[src/rtl/lcd_frame_formatter_pkg.sv]
// lcd_fmt_pkg: FSM states, HD44780 cursor commands and ASCII helpers for the frame formatter.
package lcd_fmt_pkg;

    typedef enum logic [1:0] {IDLE, CMD, CHAR} state_t;

    localparam logic [7:0] CMD_LINE0 = 8'h80;
    localparam logic [7:0] CMD_LINE1 = 8'hC0;

    localparam logic [7:0] ASC_SP   = 8'h20;
    localparam logic [7:0] ASC_EQ   = 8'h3D;
    localparam logic [7:0] ASC_DASH = 8'h2D;
    localparam logic [7:0] ASC_W    = 8'h57;
    localparam logic [7:0] ASC_R    = 8'h52;
    localparam logic [7:0] ASC_X    = 8'h78;

    function automatic logic [7:0] hex2ascii(input logic [3:0] n);
        return (n < 4'd10) ? 8'h30 + {4'h0, n} : 8'h37 + {4'h0, n};
    endfunction

    function automatic logic [4:0] dec_tens_val(input logic [4:0] v);
        return (v >= 5'd30) ? 5'd30 : (v >= 5'd20) ? 5'd20 : (v >= 5'd10) ? 5'd10 : 5'd0;
    endfunction

    function automatic logic [7:0] dec_tens(input logic [4:0] v);
        return (v >= 5'd30) ? 8'h33 : (v >= 5'd20) ? 8'h32 : (v >= 5'd10) ? 8'h31 : 8'h30;
    endfunction

    function automatic logic [7:0] dec_ones(input logic [4:0] v);
        return 8'h30 + 8'(v - dec_tens_val(v));
    endfunction

endpackage

[src/rtl/lcd_frame_formatter_if.sv]
// lcd_char_if: byte stream from the frame formatter to the character-LCD driver.
interface lcd_char_if;

    logic [7:0] char_data;
    logic       char_is_cmd;
    logic       char_valid;
    logic       char_ready;
    logic       frame_busy;
    logic       frame_done;

    modport master (
        output char_data, char_is_cmd, char_valid, frame_busy, frame_done,
        input  char_ready
    );

    modport slave (
        input  char_data, char_is_cmd, char_valid, frame_busy, frame_done,
        output char_ready
    );

endinterface

[src/rtl/lcd_frame_formatter_char_select.sv]
// lcd_char_select: maps snapshot, page, line and column to the ASCII byte shown there.
module lcd_char_select
    import lcd_fmt_pkg::*;
(
    input  logic        i_page,
    input  logic        i_line,
    input  logic [3:0]  i_col,
    input  logic [7:0]  i_pc,
    input  logic [31:0] i_instr,
    input  logic [7:0]  i_src_a,
    input  logic [7:0]  i_src_b,
    input  logic [7:0]  i_alu,
    input  logic        i_mem_write,
    input  logic        i_reg_write,
    input  logic [4:0]  i_base,
    input  logic [7:0]  i_win [4],
    output logic [7:0]  o_char
);

    logic [4:0] w_idx0;
    logic [4:0] w_idx1;
    logic [7:0] w_v0;
    logic [7:0] w_v1;
    logic [3:0] w_nib;
    logic [7:0] w_dp;
    logic [7:0] w_rg;

    assign w_idx0 = i_base + {3'b000, i_line, 1'b0};
    assign w_idx1 = w_idx0 + 5'd1;
    assign w_v0   = i_win[{i_line, 1'b0}];
    assign w_v1   = i_win[{i_line, 1'b1}];
    // columns 8..15 of line 0 walk the instruction from its top nibble down
    assign w_nib  = i_instr[{~i_col[2:0], 2'b00} +: 4];

    always_comb begin
        w_dp = ASC_SP;
        if (!i_line) begin
            case (i_col)
                4'd0:    w_dp = "P";
                4'd1:    w_dp = "C";
                4'd2:    w_dp = ASC_EQ;
                4'd3:    w_dp = hex2ascii(i_pc[7:4]);
                4'd4:    w_dp = hex2ascii(i_pc[3:0]);
                4'd6:    w_dp = "I";
                4'd7:    w_dp = ASC_EQ;
                default: w_dp = i_col[3] ? hex2ascii(w_nib) : ASC_SP;
            endcase
        end else begin
            case (i_col)
                4'd0:    w_dp = "A";
                4'd1:    w_dp = ASC_EQ;
                4'd2:    w_dp = hex2ascii(i_src_a[7:4]);
                4'd3:    w_dp = hex2ascii(i_src_a[3:0]);
                4'd5:    w_dp = "B";
                4'd6:    w_dp = ASC_EQ;
                4'd7:    w_dp = hex2ascii(i_src_b[7:4]);
                4'd8:    w_dp = hex2ascii(i_src_b[3:0]);
                4'd10:   w_dp = "Y";
                4'd11:   w_dp = ASC_EQ;
                4'd12:   w_dp = hex2ascii(i_alu[7:4]);
                4'd13:   w_dp = hex2ascii(i_alu[3:0]);
                4'd14:   w_dp = i_mem_write ? ASC_W : ASC_DASH;
                4'd15:   w_dp = i_reg_write ? ASC_R : ASC_DASH;
                default: w_dp = ASC_SP;
            endcase
        end
    end

    always_comb begin
        w_rg = ASC_SP;
        case (i_col)
            4'd0:    w_rg = ASC_X;
            4'd1:    w_rg = dec_tens(w_idx0);
            4'd2:    w_rg = dec_ones(w_idx0);
            4'd3:    w_rg = ASC_EQ;
            4'd4:    w_rg = hex2ascii(w_v0[7:4]);
            4'd5:    w_rg = hex2ascii(w_v0[3:0]);
            4'd7:    w_rg = ASC_X;
            4'd8:    w_rg = dec_tens(w_idx1);
            4'd9:    w_rg = dec_ones(w_idx1);
            4'd10:   w_rg = ASC_EQ;
            4'd11:   w_rg = hex2ascii(w_v1[7:4]);
            4'd12:   w_rg = hex2ascii(w_v1[3:0]);
            default: w_rg = ASC_SP;
        endcase
    end

    assign o_char = i_page ? w_rg : w_dp;

endmodule

[src/rtl/lcd_frame_formatter.sv]
// lcd_frame_formatter: periodically snapshots the processor display bus and streams
// one 2x16 HD44780 frame (cursor commands + ASCII) over a valid/ready handshake.
module lcd_frame_formatter
    import lcd_fmt_pkg::*;
#(
    parameter int NBITS          = 8,
    parameter int NREGS          = 32,
    parameter int NINSTR_BITS    = 32,
    parameter int REFRESH_CYCLES = 1000
) (
    input  logic                   clk_2,
    input  logic                   reset_n,
    input  logic                   page_sel,
    input  logic [4:0]             reg_base,
    input  logic [NBITS-1:0]       lcd_pc,
    input  logic [NBITS-1:0]       lcd_SrcA,
    input  logic [NBITS-1:0]       lcd_SrcB,
    input  logic [NBITS-1:0]       lcd_ALUResult,
    input  logic [NINSTR_BITS-1:0] lcd_instruction,
    input  logic                   lcd_MemWrite,
    input  logic                   lcd_RegWrite,
    input  logic [NBITS-1:0]       lcd_registrador [NREGS],
    lcd_char_if.master             char_if
);

    localparam int CW = $clog2(REFRESH_CYCLES);

    logic [CW-1:0]          r_cnt;
    state_t                 r_state;
    logic                   r_line;
    logic [3:0]             r_col;
    logic                   r_pending;
    logic [7:0]             r_data;
    logic                   r_is_cmd;
    logic                   r_valid;
    logic                   r_busy;
    logic                   r_done;

    logic                   r_page;
    logic [4:0]             r_base;
    logic [NBITS-1:0]       r_pc;
    logic [NBITS-1:0]       r_a;
    logic [NBITS-1:0]       r_b;
    logic [NBITS-1:0]       r_y;
    logic [NINSTR_BITS-1:0] r_instr;
    logic                   r_mw;
    logic                   r_rw;
    logic [NBITS-1:0]       r_win [4];

    state_t                 w_state;
    logic                   w_line;
    logic [3:0]             w_col;
    logic                   w_pending;
    logic                   w_load;
    logic                   w_last;
    logic                   w_tick;
    logic                   w_accept;
    logic [7:0]             w_char;
    logic [7:0]             w_data;
    logic [7:0]             w_win8 [4];

    assign w_tick   = (r_cnt == CW'(REFRESH_CYCLES - 1));
    assign w_accept = r_valid & char_if.char_ready;

    always_ff @(posedge clk_2 or negedge reset_n) begin
        if (!reset_n) r_cnt <= '0;
        else          r_cnt <= w_tick ? '0 : r_cnt + CW'(1);
    end

    always_comb begin
        w_state = r_state;
        w_line  = r_line;
        w_col   = r_col;
        w_load  = 1'b0;
        w_last  = 1'b0;
        case (r_state)
            IDLE: if (w_tick) begin
                w_state = CMD;
                w_line  = 1'b0;
                w_col   = 4'd0;
                w_load  = 1'b1;
            end
            CMD: if (w_accept) begin
                w_state = CHAR;
                w_col   = 4'd0;
            end
            CHAR: if (w_accept) begin
                if (r_col != 4'd15) begin
                    w_col = r_col + 4'd1;
                end else if (!r_line) begin
                    w_state = CMD;
                    w_line  = 1'b1;
                end else begin
                    // a tick landing on the final accept counts as pending
                    w_last  = 1'b1;
                    w_load  = r_pending | w_tick;
                    w_state = (r_pending | w_tick) ? CMD : IDLE;
                    w_line  = 1'b0;
                    w_col   = 4'd0;
                end
            end
            default: w_state = IDLE;
        endcase
        w_pending = w_last ? 1'b0 : (r_pending | (w_tick & (r_state != IDLE)));
        w_data    = (w_state == CMD)  ? (w_line ? CMD_LINE1 : CMD_LINE0) :
                    (w_state == CHAR) ? w_char : 8'h00;
    end

    always_ff @(posedge clk_2 or negedge reset_n) begin
        if (!reset_n) begin
            r_state   <= IDLE;
            r_line    <= 1'b0;
            r_col     <= 4'd0;
            r_pending <= 1'b0;
            r_data    <= 8'h00;
            r_is_cmd  <= 1'b0;
            r_valid   <= 1'b0;
            r_busy    <= 1'b0;
            r_done    <= 1'b0;
        end else begin
            r_state   <= w_state;
            r_line    <= w_line;
            r_col     <= w_col;
            r_pending <= w_pending;
            r_data    <= w_data;
            r_is_cmd  <= (w_state == CMD);
            r_valid   <= (w_state != IDLE);
            r_busy    <= (w_state != IDLE);
            r_done    <= w_last;
        end
    end

    // only the four windowed registers are kept; reg_base is frozen with them
    always_ff @(posedge clk_2 or negedge reset_n) begin
        if (!reset_n) begin
            r_page  <= 1'b0;
            r_base  <= 5'd0;
            r_pc    <= '0;
            r_a     <= '0;
            r_b     <= '0;
            r_y     <= '0;
            r_instr <= '0;
            r_mw    <= 1'b0;
            r_rw    <= 1'b0;
            for (int k = 0; k < 4; k++) r_win[k] <= '0;
        end else if (w_load) begin
            r_page  <= page_sel;
            r_base  <= reg_base & 5'b11100;
            r_pc    <= lcd_pc;
            r_a     <= lcd_SrcA;
            r_b     <= lcd_SrcB;
            r_y     <= lcd_ALUResult;
            r_instr <= lcd_instruction;
            r_mw    <= lcd_MemWrite;
            r_rw    <= lcd_RegWrite;
            for (int k = 0; k < 4; k++) r_win[k] <= lcd_registrador[{reg_base[4:2], 2'(k)}];
        end
    end

    always_comb begin
        for (int k = 0; k < 4; k++) w_win8[k] = 8'(r_win[k]);
    end

    lcd_char_select u_sel (
        .i_page      (r_page),
        .i_line      (w_line),
        .i_col       (w_col),
        .i_pc        (8'(r_pc)),
        .i_instr     (32'(r_instr)),
        .i_src_a     (8'(r_a)),
        .i_src_b     (8'(r_b)),
        .i_alu       (8'(r_y)),
        .i_mem_write (r_mw),
        .i_reg_write (r_rw),
        .i_base      (r_base),
        .i_win       (w_win8),
        .o_char      (w_char)
    );

    assign char_if.char_data   = r_data;
    assign char_if.char_is_cmd = r_is_cmd;
    assign char_if.char_valid  = r_valid;
    assign char_if.frame_busy  = r_busy;
    assign char_if.frame_done  = r_done;

endmodule
[src/flat_wrapper.sv]
// flat-port wrapper written by rule: the top's interface ports become plain ports
module lcd_frame_formatter_flat import lcd_fmt_pkg::*;
#(
    parameter int NBITS          = 8,
    parameter int NREGS          = 32,
    parameter int NINSTR_BITS    = 32,
    parameter int REFRESH_CYCLES = 1000
)
  (clk_2, reset_n, page_sel, reg_base, lcd_pc, lcd_SrcA, lcd_SrcB, lcd_ALUResult, lcd_instruction, lcd_MemWrite, lcd_RegWrite, lcd_registrador, char_if_char_data, char_if_char_is_cmd, char_if_char_valid, char_if_frame_busy, char_if_frame_done, char_if_char_ready);
  lcd_char_if char_if_i ();
  input  logic clk_2;
  input  logic reset_n;
  input  logic page_sel;
  input  logic [4:0] reg_base;
  input  logic [NBITS-1:0] lcd_pc;
  input  logic [NBITS-1:0] lcd_SrcA;
  input  logic [NBITS-1:0] lcd_SrcB;
  input  logic [NBITS-1:0] lcd_ALUResult;
  input  logic [NINSTR_BITS-1:0] lcd_instruction;
  input  logic lcd_MemWrite;
  input  logic lcd_RegWrite;
  input  logic [NBITS-1:0] lcd_registrador[NREGS];
  output wire logic [$bits(char_if_i.char_data)-1:0] char_if_char_data;
  output wire logic [$bits(char_if_i.char_is_cmd)-1:0] char_if_char_is_cmd;
  output wire logic [$bits(char_if_i.char_valid)-1:0] char_if_char_valid;
  output wire logic [$bits(char_if_i.frame_busy)-1:0] char_if_frame_busy;
  output wire logic [$bits(char_if_i.frame_done)-1:0] char_if_frame_done;
  input wire logic [$bits(char_if_i.char_ready)-1:0] char_if_char_ready;
  assign char_if_char_data = char_if_i.char_data;
  assign char_if_char_is_cmd = char_if_i.char_is_cmd;
  assign char_if_char_valid = char_if_i.char_valid;
  assign char_if_frame_busy = char_if_i.frame_busy;
  assign char_if_frame_done = char_if_i.frame_done;
  assign char_if_i.char_ready = char_if_char_ready;
  lcd_frame_formatter #(.NBITS(NBITS), .NREGS(NREGS), .NINSTR_BITS(NINSTR_BITS), .REFRESH_CYCLES(REFRESH_CYCLES)) u_core (.clk_2(clk_2), .reset_n(reset_n), .page_sel(page_sel), .reg_base(reg_base), .lcd_pc(lcd_pc), .lcd_SrcA(lcd_SrcA), .lcd_SrcB(lcd_SrcB), .lcd_ALUResult(lcd_ALUResult), .lcd_instruction(lcd_instruction), .lcd_MemWrite(lcd_MemWrite), .lcd_RegWrite(lcd_RegWrite), .lcd_registrador(lcd_registrador), .char_if(char_if_i));
endmodule
[config.mk]
export PLATFORM = sky130hd
export DESIGN_NAME = lcd_frame_formatter_flat
export DESIGN_NICKNAME = d
export VERILOG_FILES = /design/src/rtl/lcd_frame_formatter_pkg.sv /design/src/rtl/lcd_frame_formatter_if.sv /design/src/rtl/lcd_frame_formatter_char_select.sv /design/src/rtl/lcd_frame_formatter.sv /design/src/flat_wrapper.sv
export SDC_FILE = /design/constraint.sdc
export NUM_CORES = 1
export LEC_CHECK = 0
export ABC_AREA = 1
export CORE_MARGIN = 2
export CORE_UTILIZATION = 50
export CTS_CLUSTER_DIAMETER = 100
export CTS_CLUSTER_SIZE = 16
export DETAILED_ROUTE_END_ITERATION = 8
export HOLD_SLACK_MARGIN = 0.06
export PLACE_DENSITY = 0.87
export SLEW_MARGIN = 20
export SYNTH_ARGS = -nofsm -noshare
export SYNTH_HDL_FRONTEND = slang
export SYNTH_SLANG_ARGS = --single-unit
[constraint.sdc]
create_clock -name clk_2 -period 7.44 [get_ports clk_2]
set_input_delay 2.232 -clock clk_2 [delete_from_list [all_inputs] [get_ports clk_2]]
set_output_delay 2.232 -clock clk_2 [all_outputs]
set_load 0.02 [all_outputs]
==> reports/summary.json <==
{
  "synth_cell_types": {"value": 51},
  "power.total": {"value": 2.02, "unit": "mW"},
  "grt_pass1_wl": {"value": 55200, "unit": "um"},
  "maxSlewViolCount": {"value": 0},
  "ys_top_cells_by_count": {"value": "sky130_fd_sc_hd__nand2_1 (412), sky130_fd_sc_hd__nor2_1 (278), sky130_fd_sc_hd__o21ai_0 (199)"},
  "via_count": {"value": 11600},
  "synth_top_family_by_area": {"value": "simple AND/OR/NAND/NOR gates"},
  "timing.final.crit_period": {"value": 5.71, "unit": "ns"},
  "numCtsBuffers": {"value": 17},
  "synthTopCellsByArea": {"value": "sky130_fd_sc_hd__dfrtp_1 (33%), sky130_fd_sc_hd__nand2_1 (16%), sky130_fd_sc_hd__nor2_1 (11%), sky130_fd_sc_hd__o21ai_0 (10%), sky130_fd_sc_hd__nand3_1 (3.7%)"},
  "grt_start_max_net_pins": {"value": 110},
  "fp.dieH": {"value": 145, "unit": "um"},
  "synth_compound_gate_area_share": {"value": 20.4, "unit": "%"},
  "track_usage": {"value": 33.7, "unit": "%"},
  "clk-insertion-delay-late": {"value": 0.43, "unit": "ns"},
  "cts_tree": {"value": "built"},
  "cts_post_setup_buffers_inserted": {"value": 0},
  "cts_max_path_buffers": {"value": 2},
  "h_tree_depth": {"value": 4},
  "core-area": {"value": 19500, "unit": "sq um"},
  "timing_worst_setup_path_type": {"value": "in2reg"},
  "hold_start": {"value": "u_core.r_cnt[0]"},
  "irDropWorstVdd": {"value": 0.106, "unit": "mV"},
  "startpoint_type": {"value": "input port"},
  "floorplan.initialDensity": {"value": 51.0, "unit": "%"},
  "placement.cell_area": {"value": 13400, "unit": "sq um"},
  "count_of_flip_flops_with_a_built_in_enable_after_synthesis": {"value": 0},
  "synth-simple-area-share": {"value": 34.4, "unit": "%"},
  "timing.reg2reg.worst_path_depth": {"value": 24},
  "worst-endpoint-required": {"value": 7.75, "unit": "ns"},
  "timing.setup.tns": {"value": 0, "unit": "ns"},
  "route.detailed.wl_per_inst": {"value": 16.9, "unit": "um"},
  "num_ports": {"value": 343},
  "detailedRoute.firstIterationViolations": {"value": 885},
  "critical_path_peak_fanout": {"value": 29},
  "globalRouteOverflowTotal": {"value": 0},
  "relSlewSlack": {"value": 34.0, "unit": "%"},
  "synth.largest_area_cell": {"value": "sky130_fd_sc_hd__dfrtp_1"},
  "ff2ff_setup_slack": {"value": 3.09, "unit": "ns"},
  "p_leak": {"value": 6.57, "unit": "nW"},
  "globalplace.congestion": {"value": 0.914},
  "synthMuxAreaShare": {"value": 0.303, "unit": "%"},
  "critPathArrivalTime": {"value": 6.03, "unit": "ns"},
  "final_layout_fill_cell_count": {"value": 1623},
  "ys_ff_latch": {"value": 130},
  "routed_wl": {"value": 35800, "unit": "um"},
  "setup_repair_after_global_routing_missed_its_margin": {"value": "no"},
  "finish.utilization": {"value": 71.9, "unit": "%"},
  "synth_top_cell_area_share": {"value": 32.8, "unit": "%"},
  "syn_avg_cell_area": {"value": 6.43, "unit": "sq um"},
  "timing.hold.worst_path_depth": {"value": 1},
  "syn_to_final_growth": {"value": 41.1, "unit": "%"},
  "synth.net_count": {"value": 1900},
  "yosys.area_share.adder": {"value": 3.15, "unit": "%"},
  "ctsHoldBuffers": {"value": 0},
  "detail-route-antenna-nets": {"value": 0},
  "synthXorXnorAreaFrac": {"value": 1.85, "unit": "%"},
  "yosysMostFrequentCell": {"value": "sky130_fd_sc_hd__nand2_1"},
  "yosysWarningCount": {"value": 0},
  "setup_viol": {"value": 0},
  "drive_gt1_share": {"value": 5.58, "unit": "%"},
  "hold_end": {"value": "u_core.r_cnt[0]"},
  "syn-instance-count": {"value": 1544},
  "power_density": {"value": 144, "unit": "nW/um^2"},
  "yosysSeqAreaShare": {"value": 32.8, "unit": "%"},
  "drc_errors": {"value": 0},
  "drv_cap": {"value": 0},
  "synth_top_flop_cell": {"value": "sky130_fd_sc_hd__dfrtp_1"},
  "worstSetupEndpointType": {"value": "flip-flop"},
  "r2r_end": {"value": "u_core.char_if.char_data[5]"},
  "port-buffer-count": {"value": 340},
  "drt_pre_antenna_iters": {"value": 8},
  "die_width": {"value": 145, "unit": "um"},
  "timing.hold.worst.class": {"value": "reg2reg"},
  "postSynth.asyncResetShare": {"value": 100, "unit": "%"},
  "syn-cell-area": {"value": 9920, "unit": "sq um"},
  "clock-sinks": {"value": 130},
  "vias_in_the_first_global_route": {"value": 11100},
  "initial_antenna_violation_count": {"value": 1},
  "viasPerCell": {"value": 5.48},
  "hold_viol_final": {"value": 0},
  "rr_startpoint": {"value": "u_core.r_col[0]"},
  "clockRootBuffer": {"value": "sky130_fd_sc_hd__clkbuf_16"},
  "maxClockFrequency": {"value": 175, "unit": "MHz"},
  "fin_crit_sh": {"value": 76.8, "unit": "%"},
  "floorplan.rows": {"value": 51},
  "finalClockSkew": {"value": 0.00850, "unit": "ns"},
  "timing_worst_slew_pin_value": {"value": 0.990, "unit": "ns"},
  "cts.clk_slew.worst_paths": {"value": 0.06, "unit": "ns"},
  "post_cts.resized_instances": {"value": 0},
  "floorplan.die_area": {"value": 21000, "unit": "sq um"},
  "detailedPlacementHpwl": {"value": 27600, "unit": "um"},
  "timing.hold.ws": {"value": 0.475, "unit": "ns"},
  "status": {"value": "finished clean"},
  "cp-startpoint": {"value": "char_if_char_ready"},
  "finish.net_count": {"value": 2189},
  "finalInstanceArea": {"value": 14000, "unit": "sq um"}
}
layer usage:
| layer | up-vias | GRT usage (%) | part of all wire, % |
|---|---|---|---|
| met1 | 5300 | 41.5 | 41 |
| met2 | 489 | 58.2 | 49 |
| li1 | 5702 | - | - |
| met4 | 0 | 13.4 | 3.6 |
| met3 | 88 | 6.52 | 6.5 |
| met5 | - | 0 | 0 |
sequential cells by signal, summed over array words and instances (netlist names):
name                       count
u_core.r_rw                    1
u_core.r_y                     8
u_core.r_a                     8
u_core.r_state                 2
u_core.r_col                   4
u_core.r_instr                32
u_core.char_if.char_valid      1
u_core.r_mw                    1
u_core.r_page                  1
u_core.r_pending               1
u_core.char_if.frame_done      1
u_core.r_line                  1
u_core.r_win                  32
u_core.char_if.char_data       8
u_core.r_cnt                  10
u_core.r_pc                    8
u_core.r_b                     8
u_core.r_base                  3
logic make-up (layout without fill, tap and decap cells):
logic type / count (synthesis) / after routing
simple gates: 829 / 829
compound gates: 358 / 358
buf+inv: 178 / 480
flops: 130 / 130
fa+ha+maj: 25 / 25
xor+xnor: 21 / 21
mux: 3 / 3
other cells: 0 / 2
worst max-delay path by stage:
| stage | to | depth (start not counted) |
|---|---|---|
| final | u_core.char_if.char_data[5] | 21 |
| after global routing | u_core.char_if.char_data[5] | 21 |
| after CTS | u_core.char_if.char_data[5] | 21 |
| after detailed placement | u_core.char_if.char_data[5] | 21 |
| after global placement | u_core.char_if.char_data[5] | 21 |
| after floorplan | u_core.char_if.char_data[5] | 21 |
critical path: stages:
cell,delay (ns)
sky130_fd_sc_hd__clkdlybuf4s50_1,0.46
sky130_fd_sc_hd__nand2_1,0.11
sky130_fd_sc_hd__inv_1,0.22
sky130_fd_sc_hd__nand2_2,0.15
sky130_fd_sc_hd__o21ai_1,0.23
sky130_fd_sc_hd__nand2_4,0.25
sky130_fd_sc_hd__nand2_1,0.14
sky130_fd_sc_hd__nand3_1,0.10
sky130_fd_sc_hd__o21ai_1,0.19
sky130_fd_sc_hd__inv_1,0.08
sky130_fd_sc_hd__ha_1,0.30
sky130_fd_sc_hd__inv_1,0.05
sky130_fd_sc_hd__o311ai_0,0.40
sky130_fd_sc_hd__xor2_1,0.18
sky130_fd_sc_hd__nand2_1,0.08
sky130_fd_sc_hd__nand2_1,0.07
sky130_fd_sc_hd__ha_1,0.22
sky130_fd_sc_hd__a211oi_1,0.23
sky130_fd_sc_hd__nand3_1,0.14
sky130_fd_sc_hd__nand2_1,0.09
sky130_fd_sc_hd__nor2_1,0.06
cells in the final DEF (no fill, tap or decap), types with 4 or more instances in the layout:
| cell | synthesis | routed |
|---|---|---|
| sky130_fd_sc_hd__o211ai_1 | 6 | 6 |
| sky130_fd_sc_hd__nor2_2 | 4 | 5 |
| sky130_fd_sc_hd__nor3_1 | 9 | 9 |
| sky130_fd_sc_hd__xor2_1 | 19 | 19 |
| sky130_fd_sc_hd__nor2_4 | 4 | 4 |
| sky130_fd_sc_hd__nand3b_1 | 5 | 5 |
| sky130_fd_sc_hd__o22ai_1 | 37 | 37 |
| sky130_fd_sc_hd__clkbuf_16 | 0 | 17 |
| sky130_fd_sc_hd__a21oi_1 | 26 | 26 |
| sky130_fd_sc_hd__nand3_1 | 73 | 73 |
| sky130_fd_sc_hd__nand2_1 | 412 | 412 |
| sky130_fd_sc_hd__o21ai_0 | 199 | 199 |
| sky130_fd_sc_hd__nor2_1 | 278 | 277 |
| sky130_fd_sc_hd__inv_1 | 77 | 76 |
| sky130_fd_sc_hd__clkinv_4 | 0 | 5 |
| sky130_fd_sc_hd__o2111ai_1 | 17 | 17 |
| sky130_fd_sc_hd__nand4_1 | 11 | 11 |
| sky130_fd_sc_hd__a31oi_1 | 32 | 32 |
| sky130_fd_sc_hd__buf_4 | 5 | 10 |
| sky130_fd_sc_hd__ha_1 | 25 | 25 |
| sky130_fd_sc_hd__clkdlybuf4s50_1 | 0 | 337 |
| sky130_fd_sc_hd__o21ai_1 | 24 | 24 |
| sky130_fd_sc_hd__dfrtp_1 | 130 | 130 |
| sky130_fd_sc_hd__inv_2 | 19 | 19 |
| sky130_fd_sc_hd__nand2_2 | 15 | 15 |
| sky130_fd_sc_hd__or2_1 | 7 | 7 |
through the flow:
stage,std cells,setup slack (ns)
floorplan,1544,2.34
global placement,2079,1.43
detailed placement,2079,1.43
CTS,2111,1.77
global route,2112,1.38
finish,2113,1.73
cell type report:
| class | instances | area, sq um | share of cell area (%) |
|---|---|---|---|
| Clock buffer | 17 | 425 | 3.04 |
| Tap cell | 265 | 332 | 2.37 |
| Clock inverter | 15 | 176 | 1.26 |
| Inverter | 99 | 377 | 2.69 |
| Antenna cell | 2 | 5.00 | 0.0357 |
| Timing Repair Buffer | 349 | 3460 | 24.7 |
| Multi-Input combinational cell | 1236 | 5970 | 42.6 |
| Sequential cell | 130 | 3250 | 23.2 |
where the power goes:
group          total, mW  internal, mW  switching [mW]
Clock              0.850         0.504           0.346
Sequential         0.721         0.715         0.00569
Combinational      0.448         0.231           0.217
Power figures use the tool's default switching activity.
